--- src/rtl/threshold_adapt_pkg.sv ---
// threshold_adapt_pkg: shared FSM state and update-mode encodings for threshold_adapt_mc.
package threshold_adapt_pkg;
  typedef enum logic {INIT, RUN} state_t;
  localparam logic MODE_ADD  = 1'b0;
  localparam logic MODE_DMIN = 1'b1;
endpackage

--- src/rtl/ta_clamp_calc.sv ---
// ta_clamp_calc: one threshold update (additive or dmin tracking) followed by the tup/tlow clamp.
module ta_clamp_calc
  import threshold_adapt_pkg::*;
#(
  parameter int W     = 16,
  parameter int SHIFT = 3
) (
  input  logic [W-1:0] i_t,
  input  logic         i_fx,
  input  logic         i_mode,
  input  logic [W-1:0] i_dmin,
  input  logic [W-1:0] i_tinc,
  input  logic [W-1:0] i_tdec,
  input  logic [W-1:0] i_tup,
  input  logic [W-1:0] i_tlow,
  output logic [W-1:0] o_n,
  output logic         o_sat
);
  logic signed [W+1:0] w_t, w_dm, w_inc, w_dec, w_up, w_lo, w_dlt, w_n, w_c;
  assign w_t   = {2'b00, i_t};
  assign w_dm  = {2'b00, i_dmin};
  assign w_inc = {2'b00, i_tinc};
  assign w_dec = {2'b00, i_tdec};
  assign w_up  = {2'b00, i_tup};
  assign w_lo  = {2'b00, i_tlow};
  // Signed shift so a dmin below t pulls the threshold down, rounding toward -inf.
  assign w_dlt = (w_dm - w_t) >>> SHIFT;
  assign w_n   = i_fx ? w_t + w_inc : (i_mode == MODE_DMIN) ? w_t + w_dlt : w_t - w_dec;
  // Lower clamp is applied last, so tlow > tup resolves to tlow.
  assign w_c   = (w_n > w_up) ? w_up : w_n;
  assign o_n   = (w_c < w_lo) ? i_tlow : w_c[W-1:0];
  assign o_sat = (w_n > w_up) || (w_c < w_lo);
endmodule

--- src/rtl/threshold_adapt_mc.sv ---
// threshold_adapt_mc: per-channel adaptive threshold bank with init sweep and a 2-stage update pipeline.
module threshold_adapt_mc
  import threshold_adapt_pkg::*;
#(
  parameter int             W      = 16,
  parameter int             FRAC   = 8,
  parameter int             N_CH   = 8,
  parameter int             SHIFT  = 3,
  parameter logic [W-1:0]   T_INIT = 16'h0200,
  localparam int            CH_W   = $clog2(N_CH)
) (
  input  logic            clk,
  input  logic            rst_n,
  input  logic            i_clr,
  input  logic            i_mode,
  input  logic [W-1:0]    i_tinc,
  input  logic [W-1:0]    i_tdec,
  input  logic [W-1:0]    i_tup,
  input  logic [W-1:0]    i_tlow,
  input  logic            i_in_valid,
  output logic            o_in_ready,
  input  logic [CH_W-1:0] i_in_ch,
  input  logic            i_in_fx,
  input  logic [W-1:0]    i_in_dmin,
  output logic            o_out_valid,
  output logic [CH_W-1:0] o_out_ch,
  output logic [W-1:0]    o_out_tx,
  output logic            o_out_sat
);
  localparam logic [CH_W:0]   NCH  = (CH_W+1)'(N_CH);
  localparam logic [CH_W-1:0] LAST = CH_W'(N_CH - 1);
  if (FRAC > W) begin : g_frac_chk
    $error("FRAC must not exceed W");
  end
  state_t          r_state, w_state_nx;
  logic [CH_W-1:0] r_ptr, w_ptr_nx, w_wa;
  logic [W-1:0]    r_bank [N_CH];
  logic            w_acc, w_inr, w_hit, w_we, w_sat;
  logic [W-1:0]    w_rd, w_wd, w_n;
  logic            r1_v, r1_fx, r1_mode;
  logic [CH_W-1:0] r1_ch;
  logic [W-1:0]    r1_t, r1_dmin, r1_tinc, r1_tdec, r1_tup, r1_tlow;
  assign o_in_ready = (r_state == RUN);
  assign w_acc      = i_in_valid && o_in_ready && !i_clr;
  assign w_inr      = {1'b0, i_in_ch} < NCH;
  // Forward the result S2 is writing this edge so back-to-back updates chain.
  assign w_hit      = r1_v && (r1_ch == i_in_ch);
  assign w_rd       = w_hit ? w_n : w_inr ? r_bank[i_in_ch] : '0;
  ta_clamp_calc #(.W(W), .SHIFT(SHIFT)) u_calc (
    .i_t(r1_t), .i_fx(r1_fx), .i_mode(r1_mode), .i_dmin(r1_dmin),
    .i_tinc(r1_tinc), .i_tdec(r1_tdec), .i_tup(r1_tup), .i_tlow(r1_tlow),
    .o_n(w_n), .o_sat(w_sat)
  );
  always_comb begin
    w_state_nx = r_state;
    w_ptr_nx   = r_ptr;
    w_we       = r1_v && !i_clr;
    w_wa       = r1_ch;
    w_wd       = w_n;
    if (i_clr) begin
      w_state_nx = INIT;
      w_ptr_nx   = '0;
    end else if (r_state == INIT) begin
      w_we       = 1'b1;
      w_wa       = r_ptr;
      w_wd       = T_INIT;
      w_ptr_nx   = r_ptr + 1'b1;
      w_state_nx = (r_ptr == LAST) ? RUN : INIT;
    end
  end
  always_ff @(posedge clk or negedge rst_n) begin
    if (!rst_n) begin
      r_state <= INIT;
      r_ptr   <= '0;
    end else begin
      r_state <= w_state_nx;
      r_ptr   <= w_ptr_nx;
    end
  end
  always_ff @(posedge clk) begin
    if (w_we) r_bank[w_wa] <= w_wd;
  end
  always_ff @(posedge clk or negedge rst_n) begin
    if (!rst_n) begin
      r1_v        <= 1'b0;
      r1_fx       <= 1'b0;
      r1_mode     <= MODE_ADD;
      r1_ch       <= '0;
      r1_t        <= '0;
      r1_dmin     <= '0;
      r1_tinc     <= '0;
      r1_tdec     <= '0;
      r1_tup      <= '0;
      r1_tlow     <= '0;
      o_out_valid <= 1'b0;
      o_out_ch    <= '0;
      o_out_tx    <= '0;
      o_out_sat   <= 1'b0;
    end else begin
      r1_v        <= w_acc && w_inr;
      o_out_valid <= r1_v && !i_clr;
      if (w_acc) begin
        r1_fx   <= i_in_fx;
        r1_mode <= i_mode;
        r1_ch   <= i_in_ch;
        r1_t    <= w_rd;
        r1_dmin <= i_in_dmin;
        r1_tinc <= i_tinc;
        r1_tdec <= i_tdec;
        r1_tup  <= i_tup;
        r1_tlow <= i_tlow;
      end
      if (r1_v) begin
        o_out_ch  <= r1_ch;
        o_out_tx  <= w_n;
        o_out_sat <= w_sat;
      end
    end
  end
endmodule
--- config.mk ---
export PLATFORM = sky130hd
export DESIGN_NAME = threshold_adapt_mc
export DESIGN_NICKNAME = d
export VERILOG_FILES = /design/src/rtl/threshold_adapt_pkg.sv /design/src/rtl/ta_clamp_calc.sv /design/src/rtl/threshold_adapt_mc.sv
export SDC_FILE = /design/constraint.sdc
export NUM_CORES = 1
export LEC_CHECK = 0
export BUFFER_PORTS_ARGS = -buffer_cell sky130_fd_sc_hd__buf_2
export CAP_MARGIN = 0
export CORE_MARGIN = 8
export CORE_UTILIZATION = 45
export DETAILED_ROUTE_END_ITERATION = 8
export GPL_TIMING_DRIVEN = 0
export PLACE_DENSITY = 0.67
export SLEW_MARGIN = 20
export SYNTH_ARGS = -nofsm -noshare
export SYNTH_HDL_FRONTEND = slang
export SYNTH_SLANG_ARGS = --single-unit
--- constraint.sdc ---
create_clock -name clk -period 7.79 [get_ports clk]
set_input_delay 1.1685 -clock clk [delete_from_list [all_inputs] [get_ports clk]]
set_output_delay 1.1685 -clock clk [all_outputs]
set_load 0.05 [all_outputs]
### After elaboration in Yosys (flattened, before gate mapping)

Memory sizes are Yosys's and may differ from the RTL's. A register that Yosys moved wholly into a read port is not among the register bits.
Index checks and enable logic that the tools add are counted.
Widths: inputs -> output; s select.

| word-level totals | value |
|---|---|
| register bits | 111 |
| bits in writable memories | 128 |
| input port bits | 89 |
| output and inout port bits | 22 |
| logic and storage cells | 48 |
| memories | 1 |

| operators by class | value |
|---|---|
| add/subtract/negate cells | 5 |
| $lt $le $gt $ge | 2 |
| equality and inequality tests | 2 |
| muxes and demuxes | 17 |
| reductions and logical operators | 6 |

Memories:

| name | depth | bits a word | rd ports | clocked after Yosys merged registers in | wr ports | line | RTL |
|---|---|---|---|---|---|---|---|
| r_bank | 8 | 16 | 1 | 1 | 1 | threshold_adapt_mc.sv:37 | `logic [W-1:0] r_bank [N_CH];` |

Operator list:

| cell | count |
|---|---|
| $mux 18 | 3 |
| $mux 16 | 3 |
| $sub 16x16->17 | 2 |
| $add 17x14->18 | 1 |
| $gt 18x17->1 | 1 |
| $lt 18x17->1 | 1 |
| $add 16x16->17 | 1 |
| $mux 3 | 4 |
| $mux 1 | 7 |
| $add 3x1->3 const B | 1 |
| $eq 3x3->1 const B | 1 |
| $logic_and 1x1->1 | 3 |
| $logic_not 1->1 | 2 |
| $ne 2x2->1 const B | 1 |
| $logic_or 1x1->1 | 1 |

### Longest topological paths before layout

Gate-level depths: netlist (run 1).

| depth | value |
|---|---|
| word-level depth | 10 |
| depth in mapped cells | 43 |
| depth with buffers taken out | 40 |

### Cells and area by module

A second synthesis (run 1) with hierarchy kept.

| second synthesis, totals | value |
|---|---|
| cell total of the unflattened synthesis | 1335 |
| area, all modules | 14453.9 µm² |

Modules (own cells, without submodules):

| module | times used | cells an instance | area each (µm²) | sequential area each (µm²) |
|---|---|---|---|---|
| threshold_adapt_mc | 1 | 731 | 9989.6 | 7021.7 |
| ta_clamp_calc | 1 | 604 | 4464.3 | 0.0 |

### Worst setup path before layout (run 1)

Ideal clock, no wire load.

| path | value |
|---|---|
| path kind | flip-flop to flip-flop |
| from | register r1_t[1], read port of r_bank |
| to | memory r_bank[0][10], data pin |
| setup time | 264 ps |
| arrival | 8096 ps |
| data required time | 7526 ps |
| setup slack | -570 ps |
| stages on the path, launching flop included | 44 |
| path buffers | 3 |
| clock period less this slack | 8360 ps |
| path through | dfrtp_1 inv_1 ha_1 a21o_1 a31oi_1 o21ai_2 nand3_1 nand3_1 and2_1 o21a_1 o21a_1 nor2_1 xnor2_1 ha_1 a21o_1 a21oi_1 o221ai_1 a41oi_2 (+8 left out) a311oi_1 nor2_1 buf_4 mux2_2 ha_1 nand2_1 nor2_1 nand3_1 o31ai_1 nor4_1 inv_1 o221ai_1 a211oi_4 or2_1 buf_6 buf_8 nor2_2 nor3_1 |

| on the way | value |
|---|---|
| cells in the longest elaborated chain, start to end | 10 |
| elaborated cells on any way between the ends | 12 |
| classes of those cells | add/sub (4); order compare (2); mux (6) |

Ends and longest elaborated chain:

| item | line | RTL |
|---|---|---|
| start: declaration | threshold_adapt_mc.sv:42 | `logic [W-1:0] r1_t, r1_dmin, r1_tinc, r1_tdec, r1_tup, r1_tlow;` |
| $sub 16x16->17 | ta_clamp_calc.sv:27 | `assign w_dlt = (w_dm - w_t) >>> SHIFT;` |
| $add 17x14->18 | ta_clamp_calc.sv:28 | `assign w_n = i_fx ? w_t + w_inc : (i_mode == MODE_DMIN) ? w_t + w_dlt : w_t - w_dec;` |
| $mux 18 | ta_clamp_calc.sv:28 |  |
| $mux 18 (*) | ta_clamp_calc.sv:28 |  |
| $gt 18x17->1 | ta_clamp_calc.sv:30 | `assign w_c = (w_n > w_up) ? w_up : w_n;` |
| $mux 18 (*) | ta_clamp_calc.sv:30 |  |
| $lt 18x17->1 | ta_clamp_calc.sv:31 | `assign o_n = (w_c < w_lo) ? i_tlow : w_c[W-1:0];` |
| $mux 16 (*) | ta_clamp_calc.sv:31 |  |
| $mux 16 | threshold_adapt_mc.sv:63 | `end else if (r_state == INIT) begin` |
| $mux 16 (*) | threshold_adapt_mc.sv:60 | `if (i_clr) begin` |
| via w_wd[10] | threshold_adapt_mc.sv:39 | `logic [W-1:0] w_rd, w_wd, w_n;` |
| end: declaration | threshold_adapt_mc.sv:37 |  |

Mark *: on every way through the listed nets, which the timed path passes. The rest lies on a longest branch.

### Final worst setup path (run 1)

| path | value |
|---|---|
| from | register r1_t[2], read port of r_bank |
| to | memory r_bank[6][11], data pin |

The elaborated chain is that of the path after synthesis.

==> qor.csv, run 1 <==
metric,value,unit
grt_pass1_vias,11713,
die_area,37430,um^2
clock_sinks,255,
yosysUniqueCellTypes,74,
fp-row-count,65,
syn-cell-area,14170,um^2
via_per_inst,5.791,
drt_pass1_iterations,7,
yosysSeqAreaShare,49.54,%
start_util,45.27,%
path_clk_slew,60,ps
cp.arrival,8600,ps
area_growth,26.68,%
gp_routability_congestion,0.9461,
die_w,193.5,um
wl_met1,17960,um
setup_viol,159,
wl_met2,21600,um
track_usage,22.91,%
place_area,15530,um^2
cts_made_buffers,28,
cap_violations,0,
die_height,193.5,um
cts-htree-levels,1,
holdWs,482.7,ps
clock.fmax,120.0,MHz
cts-root-buf,clkbuf_16,
grt-ovfl-total,0,
synth-seq-cells,255,
setup.worst_path.start,r1_t[2]$_DFFE_PN0P_,
setup_ws,-546.4,ps
irDropWorstVdd,0.2420,mV
core_area,31310,um^2
powerDensity,346.1,nW/um^2
violations,negative setup slack,
crit_path_top_delay_cell,dfrtp_2,
insertion_delay,580,ps
wl,44380,um
drive_above_1_share,27.92,%
cp_max_fo,8,
final_cell_area,17950,um^2
synthArstFlopShare,49.80,%
drtIter0Drc,978,
power,6.215,mW
cts_tree,yes,
r2r-start,r1_t[2]$_DFFE_PN0P_,
vias,11454,
cts_buffer_depth,3,
critical_path_class,flip-flop to flip-flop,
leakage,7.706,nW
io_pins,111,
postSynthAreaPerCell,10.61,um^2
syn_inst,1336,
period_minus_slack,8336,ps
worstMarginPinSlew,1283,ps
cp.required,8050,ps
cp-end-kind,flip-flop,
antenna_found_initial,0,
dp_slack,-2012,ps
rsz0062_at_grt,true,
post-route-period-util,107.0,%
slew_headroom,14.43,%
startpoint_type,flip-flop,
hp-start,r1_dmin[10]$_DFFE_PN0P_,
wl_met3,2602,um
port_buffers,106,
run_status,"complete, but fails checks",
hold_class,flip-flop to flip-flop,
top_layer,met4,
stdcell_count,1978,
dp_cells,1853,
drc,0,
antenna_cells,0,
synth_nets,1527,
hold_viol,0,
grt_pass1_wl,67100,um
grt_max_degree,79,
synth-edff-count,128,
slew_viol_final,0,
place.detailed.hpwl,31500,um
wl_per_cell,22.43,um
fin_nets,1747,
critPathMaxStageDelay,470,ps
fin_skew,27.27,ps
yosys_warnings,0,
synth-main-ff-cell,edfxtp_1,
antenna_left,0,
## metrics by stage
step	setup TNS (ps)	util [%]
after global placement	-262890	49.08
after detailed placement	-280580	49.60
final	-72430	57.34
after CTS	-49120	55.96
after global routing	-108150	57.34
after floorplan	0	-
## synthesized netlist by cell type, types with 3 or more instances
cell type / n / area share, %
fa_1: 3 / 0.42
a21o_1: 25 / 1.3
o22ai_1: 9 / 0.40
o21ai_1: 4 / 0.14
o21bai_1: 6 / 0.32
mux4_2: 32 / 5.1
mux2i_1: 22 / 1.6
buf_1: 11 / 0.29
a311oi_1: 4 / 0.25
dfrtp_1: 127 / 22
nand3_1: 14 / 0.49
mux2_2: 18 / 1.4
xnor2_1: 27 / 1.7
xor2_1: 19 / 1.2
nand2b_1: 7 / 0.31
o31ai_2: 4 / 0.35
a211o_1: 3 / 0.19
o21a_1: 14 / 0.74
o31ai_1: 13 / 0.69
nand2_1: 220 / 5.8
nand4_1: 7 / 0.31
nor2b_1: 7 / 0.31
a31o_2: 3 / 0.19
clkbuf_1: 38 / 1.0
nor3b_1: 3 / 0.16
inv_1: 87 / 2.3
o21ai_0: 87 / 3.1
edfxtp_1: 128 / 27
o22a_1: 3 / 0.19
a211oi_1: 11 / 0.58
o32a_1: 3 / 0.21
nor2_1: 90 / 2.4
nor2_2: 4 / 0.18
ha_1: 99 / 8.7
o211ai_1: 5 / 0.26
nor3_1: 34 / 1.2
a21oi_1: 77 / 2.7
and3_1: 4 / 0.18
a31oi_1: 8 / 0.35
nor4_1: 6 / 0.26
o221ai_1: 6 / 0.37
## critical path, delay by kind of cell (launching register included)
kind            cells  cell delay, ps
xor+xnor            1             160
flops               1             470
mux                 1             330
fa+ha+maj           4            1050
simple gates       12            1350
buf+inv             7             880
compound gates     20            3770
## flip-flops by register name, summed over array words and instances, names as in the netlist
name / count
r_bank: 128
o_out_tx: 16
r1_dmin: 16
r1_t: 16
r1_tdec: 16
r1_tinc: 16
r1_tlow: 16
r1_tup: 16
o_out_ch: 3
r1_ch: 3
r_ptr: 3
o_in_ready: 1
o_out_sat: 1
o_out_valid: 1
r1_fx: 1
r1_mode: 1
r1_v: 1
## worst paths after layout
check                      slack (ps)                      end  cells after the start
max in group asynchronous        6510      r1_t[7]$_DFFE_PN0P_                      2
setup / recovery                 -550  r_bank[6][11]$_DFFE_PP_                     45
setup reg to reg                 -550  r_bank[6][11]$_DFFE_PP_                     45
hold reg to reg                   480  r1_dmin[10]$_DFFE_PN0P_                      2
min in group asynchronous         500   r1_tdec[8]$_DFFE_PN0P_                      1
hold / removal                    480  r1_dmin[10]$_DFFE_PN0P_                      2
## metal layers
metal | up-vias | track usage (%)
met5 | - | 0
met1 | 5646 | 28.28
met2 | 432 | 39.33
met3 | 112 | 3.332
li1 | 5264 | -
met4 | 0 | 10.55
## power by group
group / internal [mW] / total [mW] / switching (mW)
Clock: 0.811 / 1.39 / 0.576
Sequential: 1.65 / 1.75 / 0.107
Combinational: 1.29 / 3.07 / 1.78
## cell families (layout without fill, tap and decap cells)
logic type      count (synthesis)  after routing  share of synthesized area [%]
fa+ha+maj                     102            102                          9.163
flops                         255            255                          49.54
simple gates                  408            409                          12.20
mux                            72             72                          8.068
buf+inv                       141            380                          3.946
xor+xnor                       46             46                          2.843
compound gates                312            312                          14.24
## layout by cell type (no fill, tap or decap), drive strengths merged, types with 32 or more instances in the layout
master	Yosys	layout
nand2	220	220
buf	15	205
edfxtp	128	128
dfrtp	127	127
ha	99	99
nor2	94	95
o21ai	93	93
inv	87	88
a21oi	78	78
clkbuf	38	72
nor3	34	34
mux4	32	32
## cell type report
type	count	area [um^2]
plain buffers	52	241.5
clock buffers	35	777.0
clock inverters	15	195.2
fillers	2603	13360
inverters	88	330.3
multi-input cells	941	7523
flip-flops and latches	255	7036
well taps	402	503.0
repair buffers	190	1349
## repair_timing
| item | 4_1_cts | 5_1_grt |
|---|---|---|
| hold buffers | 0 | 0 |
| gates cloned | 2 | 1 |
| setup buffers | 48 | 26 |
| endpoints found under the hold margin | 0 | 0 |
| gates resized for setup | 122 | 45 |
| pin swaps | 60 | 41 |
| endpoints found under the setup margin | 161 | 161 |
Note: power is estimated with default switching activity, not from simulation.
==> run 2, diff against run 1 <==
--- a/config.mk
+++ b/config.mk
@@ -5,8 +5,10 @@
 export SDC_FILE = /design/constraint.sdc
 export NUM_CORES = 1
 export LEC_CHECK = 0
+export ABC_CLOCK_PERIOD_IN_PS = 7790
 export BUFFER_PORTS_ARGS = -buffer_cell sky130_fd_sc_hd__buf_2
 export CAP_MARGIN = 0
+export CORE_ASPECT_RATIO = 1.1
 export CORE_MARGIN = 8
 export CORE_UTILIZATION = 45
 export DETAILED_ROUTE_END_ITERATION = 8
==> qor.csv, run 2 (synthesis results as in run 1) <==
metric,value,unit,change
combPwrFrac,48.6,%,-0.9 points
layout_common_cells,"nand2_1, edfxtp_1, dfrtp_1",,
worstMarginPinSlew,1007,ps,-276.9 ps
cp-end-kind,flip-flop,,
cp.required,8070,ps,+20 ps
antenna_cells,0,,unchanged
run_status,"complete, but fails checks",,
intPower,3.702,mW,-1.2%
via_per_inst,5.739,,-0.90%
die_area,37440,um^2,about the same
fin_nets,1745,,-0.11%
port_buffers,106,,unchanged
critPathMaxStageDelay,470,ps,about the same
multi_input_area,7579,um^2,+0.73%
powerDensity,339.4,nW/um^2,-1.9%
drc,0,,unchanged
antenna_found_initial,0,,unchanged
leakage,7.664,nW,-0.54%
critical_path_class,flip-flop to flip-flop,,
cts-root-buf,clkbuf_16,,
wl_met2,21630,um,+0.14%
largest_reg_flops,128,,unchanged
fin_skew,22.72,ps,-4.547 ps
wl,43600,um,-1.8%
place_area,15540,um^2,about the same
final_cell_area,17940,um^2,about the same
period_minus_slack,8311,ps,-25.61 ps
cts_made_buffers,27,,-3.6%
critPathBufInv,6,,-1
wl_met3,2646,um,+1.7%
cp_max_fo,10,,+2
top_layer,met4,,
grt_pass1_wl,65560,um,-2.3%
pwr-share-clk,22.6,%,+0.3 points
max_flop_register,r_bank,,
drt_pass1_iterations,7,,unchanged
crit_path_top_delay_cell,dfrtp_2,,
cp.arrival,8590,ps,about the same
p_sw,2.388,mW,-3.2%
clock_sinks,255,,unchanged
final_common_cell,nand2_1,,
cpLargestDelayFamily,compound AO/OA/AOI/OAI gates,,
seq_power_share,28.8,%,+0.6 points
vias,11449,,-0.044%
hold_class,flip-flop to flip-flop,,
grt-ovfl-total,0,,unchanged
slew_headroom,32.90,%,+18 points
die_height,202.1,um,+4.5%
setup_viol,159,,unchanged
slew_viol_final,0,,unchanged
p_sw_share,39.22,%,-0.47 points
grt_pass1_vias,11590,,-1.1%
setup_ws,-520.8,ps,+25.61 ps
gp_routability_congestion,0.9273,,-2.0%
startpoint_type,flip-flop,,
rsz0062_at_grt,true,,
violations,negative setup slack,,
grt_max_degree,80,,+1.3%
seq_area,7036,um^2,unchanged
antenna_left,0,,unchanged
post-route-period-util,106.7,%,-0.33 points
fp-row-count,68,,+4.6%
drive_above_1_share,27.56,%,-0.36 points
wl_met1,17290,um,-3.8%
cts_buffer_depth,3,,unchanged
die_w,185.2,um,-4.3%
path_clk_slew,60,ps,about the same
start_util,45.39,%,+0.13 points
fillers,2592,,-0.42%
cts-htree-levels,1,,unchanged
cts_tree,yes,,
drtIter0Drc,946,,-3.3%
wl_per_cell,21.85,um,-2.6%
cap_violations,0,,unchanged
insertion_delay,580,ps,about the same
track_usage,22.68,%,-0.23 points
clock.fmax,120.3,MHz,+0.31%
irDropWorstVdd,0.2212,mV,-8.6%
holdWs,486.2,ps,+3.499 ps
place.detailed.hpwl,30990,um,-1.6%
core_area,31220,um^2,-0.28%
io_pins,111,,unchanged
hold_viol,0,,unchanged
area_growth,26.61,%,about the same
## run 2: changes by cell type in the layout (fill, tap and decap cells not counted), moves of 4 or more
cell	change
ha_1	-4
buf_8	-4
ha_4	+5
buf_4	+4
## run 2: power groups by stage
stage	sequential [mW]	clock (mW)	combinational, mW
2_1_floorplan	1.80	0	1.49
3_3_place_gp	1.78	0	2.07
3_5_place_dp	1.78	0	2.12
4_1_cts	1.75	1.39	2.65
5_1_grt	1.76	1.44	3.16
6_report	1.75	1.38	2.96
## run 2: worst min-delay path, cell delays in order (launching register included)
cell	delay, ps
dfrtp_1	340
nand2_1	60
nand2_1	60
## run 2: per-stage QoR
step	TNS (ps)	instances	worst slack, ps	total power [mW]	utilization [%]
6_report	-59470	1995	-520.8	6.090	57.47
3_3_place_gp	-253530	1862	-1797	3.843	49.29
2_1_floorplan	0	1336	13.72	3.285	-
5_1_grt	-92490	1995	-720.4	6.369	57.47
3_5_place_dp	-274900	1871	-1981	3.899	49.78
4_1_cts	-55820	1963	-502.4	5.792	55.75
## run 2: cell type report
| cell class | instances | area share [%] |
|---|---|---|
| buffer | 52 | 1.332 |
| sequential | 255 | 39.21 |
| clock inverter | 13 | 1.046 |
| multi-input combinational | 941 | 42.23 |
| tap | 420 | 2.928 |
| inverter | 88 | 1.841 |
| clock buffer | 37 | 4.197 |
| timing repair buffer | 189 | 7.217 |
## run 2: worst paths after layout
kind	from	to	slack, ps	cells past startpoint
max	r1_t[2]$_DFFE_PN0P_	r_bank[3][14]$_DFFE_PP_	-520	43
max in group asynchronous	rst_n	r1_dmin[0]$_DFFE_PN0P_	6520	2
max reg2reg	r1_t[2]$_DFFE_PN0P_	r_bank[3][14]$_DFFE_PP_	-520	43
min in group asynchronous	rst_n	r1_tup[6]$_DFFE_PN0P_	500	1
min reg2reg	r1_dmin[15]$_DFFE_PN0P_	r1_dmin[15]$_DFFE_PN0P_	490	2
min	r1_dmin[15]$_DFFE_PN0P_	r1_dmin[15]$_DFFE_PN0P_	490	2
## run 2: what timing repair did
item                                    in CTS  in global routing
cloned                                       1                  1
buffers inserted                            45                 31
pin swaps                                   60                 44
endpoints found under the setup margin     161                161
hold endpoints to repair                     0                  0
gates resized for setup                    112                 44
hold buffers                                 0                  0
## run 2: metal layers
metal	global-route usage, %	up-vias
li1	-	5267
met1	27.92	5657
met2	39.23	406
met3	3.466	119
met4	9.068	0
met5	0	-
